[config.mk]
export PLATFORM = sky130hd
export DESIGN_NAME = vmem_arb
export DESIGN_NICKNAME = d
export VERILOG_FILES = /design/src/rtl/vmem_arb.sv
export SDC_FILE = /design/constraint.sdc
export NUM_CORES = 1
export LEC_CHECK = 0
export ABC_AREA = 1
export BUFFER_PORTS_ARGS = -buffer_cell sky130_fd_sc_hd__buf_2
export CAP_MARGIN = 20
export CORE_MARGIN = 2
export CORE_UTILIZATION = 48
export CTS_CLUSTER_DIAMETER = 50
export DETAILED_ROUTE_END_ITERATION = 8
export PLACE_DENSITY_LB_ADDON = 0.15
export SETUP_SLACK_MARGIN = 0.02
export SYNTH_ARGS = -nofsm -noshare
export SYNTH_HDL_FRONTEND = slang
export SYNTH_SLANG_ARGS = --single-unit
[constraint.sdc]
create_clock -name i_clk -period 4.23 [get_ports i_clk]
set_input_delay 0.423 -clock i_clk [delete_from_list [all_inputs] [get_ports i_clk]]
set_output_delay 0.423 -clock i_clk [all_outputs]
set_load 0.005 [all_outputs]
[src/rtl/vmem_arb.sv]
// vmem_arb: single-port SRAM arbiter between scanout fetch bursts and the
// command decoder's 3-byte pixel writes.
//
// Ports
//   i_clk, i_rst_n          clock, asynchronous active-low reset
//   i_fetch_req/addr        scanout burst request (level) and start address
//   o_fetch_ack             pulse: burst granted, i_fetch_addr latched
//   o_fetch_data/valid/done read byte stream, done on the last byte
//   i_wr_rdy                decoder DataRdy (asynchronous to i_clk)
//   i_wr_addr/data          decoder pixel base address and selected byte
//   o_wr_index              decoder byte select (0..2)
//   o_wr_hold               decoder HoldUpdate; low for one cycle to latch a pixel
//   o_wr_overrun            pulse: new pixel arrived while one was pending
//   o_mem_*/i_mem_din       SRAM bus (active-low WE/OE, tristate enable)
module vmem_arb #(
   parameter int unsigned MEM_TOP   = 230400,
   parameter int unsigned BURST_LEN = 8
) (
   input  logic        i_clk,
   input  logic        i_rst_n,
   input  logic        i_fetch_req,
   input  logic [18:0] i_fetch_addr,
   output logic        o_fetch_ack,
   output logic [7:0]  o_fetch_data,
   output logic        o_fetch_valid,
   output logic        o_fetch_done,
   input  logic        i_wr_rdy,
   input  logic [18:0] i_wr_addr,
   input  logic [7:0]  i_wr_data,
   output logic [1:0]  o_wr_index,
   output logic        o_wr_hold,
   output logic        o_wr_overrun,
   output logic [18:0] o_mem_addr,
   output logic [7:0]  o_mem_dout,
   input  logic [7:0]  i_mem_din,
   output logic        o_mem_we_n,
   output logic        o_mem_oe_n,
   output logic        o_mem_dout_en
);

   localparam int unsigned AW = 19;
   localparam int unsigned CW = 6;

   typedef enum logic [2:0] {
      S_IDLE     = 3'd0,
      S_W_LATCH  = 3'd1,
      S_W_SETTLE = 3'd2,
      S_W_SETUP  = 3'd3,
      S_W_STROBE = 3'd4,
      S_R_ADDR   = 3'd5,
      S_R_SAMPLE = 3'd6
   } state_t;

   state_t          r_state;
   state_t          w_state_nxt;
   logic [1:0]      r_sync;
   logic            r_rdy_d;
   logic            r_pend;
   logic            r_last_fetch;
   logic [AW-1:0]   r_ptr;
   logic [CW-1:0]   r_cnt;

   logic            w_rise;
   logic [AW-1:0]   w_ptr_inc;
   logic [AW-1:0]   w_ptr_nxt;
   logic [CW-1:0]   w_cnt_nxt;
   logic            w_fetch_grant;
   logic            w_wr_grant;
   logic            w_burst_last;
   logic            w_nxt_wr_bus;
   logic            w_nxt_rd_bus;

   // Rising edge of the synchronised decoder ready
   assign w_rise       = r_sync[1] & ~r_rdy_d;
   // Address increment with wrap at the top of the frame buffer
   assign w_ptr_inc    = (r_ptr == AW'(MEM_TOP - 1)) ? '0 : r_ptr + AW'(1);
   assign w_burst_last = (r_cnt == CW'(BURST_LEN - 1));
   assign w_nxt_wr_bus = (w_state_nxt == S_W_SETUP) || (w_state_nxt == S_W_STROBE);
   assign w_nxt_rd_bus = (w_state_nxt == S_R_ADDR)  || (w_state_nxt == S_R_SAMPLE);

   // Synchroniser, pending-pixel flag and fairness bit
   always_ff @(posedge i_clk or negedge i_rst_n) begin
      if (!i_rst_n) begin
         r_sync       <= '0;
         r_rdy_d      <= 1'b0;
         r_pend       <= 1'b0;
         r_last_fetch <= 1'b0;
      end else begin
         r_sync  <= {r_sync[0], i_wr_rdy};
         r_rdy_d <= r_sync[1];
         if (w_rise)
            r_pend <= 1'b1;
         else if (r_state == S_W_LATCH)
            r_pend <= 1'b0;
         if (w_fetch_grant)
            r_last_fetch <= 1'b1;
         else if (w_wr_grant)
            r_last_fetch <= 1'b0;
      end
   end

   // State, pointer and byte counter
   always_ff @(posedge i_clk or negedge i_rst_n) begin
      if (!i_rst_n) begin
         r_state <= S_IDLE;
         r_ptr   <= '0;
         r_cnt   <= '0;
      end else begin
         r_state <= w_state_nxt;
         r_ptr   <= w_ptr_nxt;
         r_cnt   <= w_cnt_nxt;
      end
   end

   // Next-state and grant logic
   always_comb begin
      w_state_nxt   = r_state;
      w_ptr_nxt     = r_ptr;
      w_cnt_nxt     = r_cnt;
      w_fetch_grant = 1'b0;
      w_wr_grant    = 1'b0;
      unique case (r_state)
         S_IDLE: begin
            // Pixel wins when alone, or on a tie if the last grant was a fetch
            if (r_pend && (r_last_fetch || !i_fetch_req)) begin
               w_wr_grant  = 1'b1;
               w_state_nxt = S_W_LATCH;
            end else if (i_fetch_req) begin
               w_fetch_grant = 1'b1;
               w_state_nxt   = S_R_ADDR;
               w_ptr_nxt     = i_fetch_addr;
               w_cnt_nxt     = '0;
            end
         end
         S_W_LATCH: w_state_nxt = S_W_SETTLE;
         S_W_SETTLE: begin
            w_state_nxt = S_W_SETUP;
            w_ptr_nxt   = i_wr_addr;
            w_cnt_nxt   = '0;
         end
         S_W_SETUP: w_state_nxt = S_W_STROBE;
         S_W_STROBE: begin
            if (r_cnt == CW'(2)) begin
               w_state_nxt = S_IDLE;
            end else begin
               w_state_nxt = S_W_SETUP;
               w_ptr_nxt   = w_ptr_inc;
               w_cnt_nxt   = r_cnt + CW'(1);
            end
         end
         S_R_ADDR: w_state_nxt = S_R_SAMPLE;
         S_R_SAMPLE: begin
            if (w_burst_last) begin
               w_state_nxt = S_IDLE;
            end else begin
               w_state_nxt = S_R_ADDR;
               w_ptr_nxt   = w_ptr_inc;
               w_cnt_nxt   = r_cnt + CW'(1);
            end
         end
         default: w_state_nxt = S_IDLE;
      endcase
   end

   // Registered outputs, decoded from the state being entered so they line up with it
   always_ff @(posedge i_clk or negedge i_rst_n) begin
      if (!i_rst_n) begin
         o_fetch_ack   <= 1'b0;
         o_fetch_data  <= '0;
         o_fetch_valid <= 1'b0;
         o_fetch_done  <= 1'b0;
         o_wr_index    <= '0;
         o_wr_hold     <= 1'b1;
         o_wr_overrun  <= 1'b0;
         o_mem_addr    <= '0;
         o_mem_dout    <= '0;
         o_mem_we_n    <= 1'b1;
         o_mem_oe_n    <= 1'b1;
         o_mem_dout_en <= 1'b0;
      end else begin
         o_fetch_ack   <= w_fetch_grant;
         o_fetch_valid <= (r_state == S_R_SAMPLE);
         o_fetch_done  <= (r_state == S_R_SAMPLE) && w_burst_last;
         if (r_state == S_R_SAMPLE)
            o_fetch_data <= i_mem_din;
         o_wr_hold     <= (w_state_nxt != S_W_LATCH);
         // A pixel being consumed in W_LATCH is not an overrun of the next one
         o_wr_overrun  <= w_rise && r_pend && (r_state != S_W_LATCH);
         o_mem_we_n    <= (w_state_nxt != S_W_STROBE);
         o_mem_oe_n    <= !w_nxt_rd_bus;
         o_mem_dout_en <= w_nxt_wr_bus;
         if (w_nxt_wr_bus || w_nxt_rd_bus)
            o_mem_addr <= w_ptr_nxt;
         if (w_nxt_wr_bus) begin
            o_wr_index <= w_cnt_nxt[1:0];
            // Resampled entering STROBE so the byte follows the index set in SETUP
            o_mem_dout <= i_wr_data;
         end
      end
   end

endmodule

==> reports/results.tsv <==
stage	metric	value	unit
finish	antenna_cells	0	
timing	tightestPinTransition	0.970	ns
route	via_per_inst	4.98	
placement	gp_congestion	0.886	
global_route	grt_pass1_wl	15900	um
worst_setup_path	end_kind	flop	
synth	syn-instance-count	502	
route	postRouteAntennaNets	0	
route	drtIter0Drc	149	
placement	numPortBuffers	102	
worst_setup_path	crit_arrival	3.07	ns
global_route	grt_usage	23.1	%
global_route	grt_overflow	0	
worst_setup_path	reg2reg_depth	12	
worst_setup_path	rr_startpoint	r_state[0]	
finish	drive_above_1_share	24.8	%
clock_network	cts_tree	done	
synth	yosysWarnings	0	
finish	area_delta_synth_final	18.6	%
worst_setup_path	path_cells	inv_6, nand3_2, inv_2, nand2_2, nand3_2, nand2_1, nand2_1, inv_2, nand2_2, inv_4, nand2_1, nand2_1	
clock_network	cts-root-buf	clkbuf_8	
synth	synth_flop_cell	dfrtp_1	
clock_network	cts_sinks	78	
timing	clock.fmax	354	MHz
die	core	8090	um^2
synth	ys_top_cells_by_count	nand2_1, dfrtp_1, nand3_1	
route	via_count	3544	
placement	hpwl	6850	um
min_path	hold_path.class	in2reg	
clock_network	cts_buffer_depth	2	
die	die_x	94.6	um
global_route	antenna_found_initial	0	
placement	dpl_cell_area	4480	um^2
worst_setup_path	start_kind	flop	
worst_setup_path	cp_num_cells	12	
synth	synth_nets	563	
pwr	p_leak	0.00251	uW
timing	fin_tns_setup	0	ns
synth	yosysTopAreaCell	dfrtp_1	
route	routed_wl	9500	um
worst_setup_path	path_buf_inv	4	
clock_network	cts_hold_buf	0	
synth	synth_top_area_share	47.6	%
synth	ys_seq_elements	78	
timing	period_share	66.8	%
finish	final_util	57.7	%
clock_network	clk_pin_slew_worst_paths	0.08	ns
worst_setup_path	cp_slowest_cell	dfrtp_1	
synth	seq_area_frac_synth	49.7	%
timing	finalCriticalPeriod	2.83	ns
worst_setup_path	cp_common_cell	nand2_1	
synth	post_synth.cell_area_avg	7.85	um^2
global_route	grt_max_degree	79	
clock_network	cts_resized	0	
clock_network	cts_made_buffers	9	
flow_run	drv_cap	0	
global_route	first_global_vias	3276	
pwr	cellPowerDensity	763	nW/um^2
clock_network	clkLatencyLatePin	0.36	ns
route	wl_per_cell	13.4	um
die	rows	33	
finish	final_design_area_no_fill	4670	um^2
pwr	ir_worst_vdd	0.000387	V
timing	skew	0.00764	ns
synth	synth_top_cells_by_area	dfrtp_1, nand2_1, nand3_1	
worst_setup_path	max_stage_delay	0.54	ns
worst_setup_path	cp_max_fo	20	
worst_setup_path	r2r_setup_slack	1.40	ns
timing	slew_viol_final	0	
timing	finalHoldViolCount	0	
worst_setup_path	path_class	reg2reg	
timing	slew_headroom	35.3	%
die	initial_core_util	48.7	%
route	drc_errors	0	
clock_network	post-cts-setup-buffers	0	
outcome	outcome	completed	
worst_setup_path	cp.required	4.48	ns
die	die_h	94.6	um
timing	rsz0062_at_grt	false	
worst_setup_path	startpoint	r_state[0]	
clock_network	htree_levels	3	
worst_setup_path	cpLargestDelayFamily	simple AND/OR/NAND/NOR gates	
die	dieArea	8950	um^2
route	dr.pass1.iters	4	
worst_setup_path	cp-endpoint	o_mem_addr[2]	
worst_setup_path	reg2reg_to	o_mem_addr[2]	
synth	ys_types	35	
finish	nets	662	
synth	synth-edff-count	0	
timing	setup_viol	0	
synth	synth_most_common_cell	nand2_1	
synth	netlist_area	3940	um^2
die	ios	103	
synth	async_reset_ff_share	100	%
pwr	finalPower	3560	uW
==> how the worst min path moves through the flow <==
stage	endpoint	start	slack (ns)	cells past startpoint
floorplan	o_fetch_ack	i_rst_n	0.13	0
global placement	r_sync[1]	r_sync[0]	0.35	0
detailed placement	r_sync[1]	r_sync[0]	0.35	0
CTS	r_sync[0]	i_wr_rdy	0.17	1
global route	r_sync[0]	i_wr_rdy	0.17	1
finish	r_sync[0]	i_wr_rdy	0.18	1
==> cell families (layout without fill, tap and decap cells) <==
group | Yosys count | count (layout) | synth area share, %
adder cells (fa/ha/maj) | 3 | 3 | 0.953
AND/OR/NAND/NOR | 315 | 315 | 34.2
flip-flops | 78 | 78 | 49.7
buffers and inverters | 55 | 159 | 6.83
XOR/XNOR | 4 | 4 | 0.890
AO/OA/AOI/OAI | 47 | 47 | 7.50
==> metrics by stage <==
stage	instances	hold slack, ns	setup WS, ns
after global routing	711	0.171	1.11
after global placement	695	0.346	1.52
after detailed placement	695	0.351	1.39
after floorplan	502	0.127	2.51
final	711	0.179	1.40
after CTS	711	0.170	1.38
==> where the power goes <==
part | switching (uW) | internal (uW) | total [uW] | leakage (uW)
logic | 1120 | 565 | 1690 | 0.00143
clock network | 285 | 274 | 559 | 0.0000996
registers | 244 | 1070 | 1320 | 0.000983
total | 1650 | 1910 | 3560 | 0.00251
==> worst reg2reg max path, stage by stage (launching register included) <==
cell,delay [ns]
dfrtp_1,0.54
inv_6,0.17
nand3_2,0.24
inv_2,0.27
nand2_2,0.12
nand3_2,0.08
nand2_1,0.05
nand2_1,0.29
inv_2,0.19
nand2_2,0.38
inv_4,0.20
nand2_1,0.13
nand2_1,0.06
==> flip-flops by register name, indices dropped and copies added (netlist names), 2 cells and up <==
| register | cells |
|---|---|
| r_state | 3 |
| o_mem_dout | 8 |
| r_cnt | 6 |
| r_sync | 2 |
| o_fetch_data | 8 |
| r_ptr | 19 |
| o_wr_index | 2 |
| o_mem_addr | 19 |
==> cell type report <==
| class | count | area (um^2) |
|---|---|---|
| tap | 105 | 131 |
| fill | 816 | 3420 |
| clock inverter | 7 | 73.8 |
| clock buffer | 9 | 124 |
| sequential | 78 | 1960 |
| timing repair buffer | 102 | 513 |
| inverter | 41 | 161 |
| multi-input combinational | 369 | 1710 |
==> routing by layer <==
layer	global-route usage (%)	part of all wire (%)
met1	33.8	49
met2	34.3	43
met3	4.79	6.9
met4	7.97	1.4
met5	0	0
==> layout by cell type (no fill, tap or decap), types with 7 or more instances in the layout <==
cell / instances
a21oi_1: 7
a22oi_1: 14
buf_2: 101
clkbuf_8: 9
dfrtp_1: 75
inv_1: 29
inv_2: 8
nand2_1: 205
nand3_1: 42
nand3_2: 7
nor2_1: 36
nor3_1: 8
o21ai_0: 15
Power figures use the tool's default switching activity.
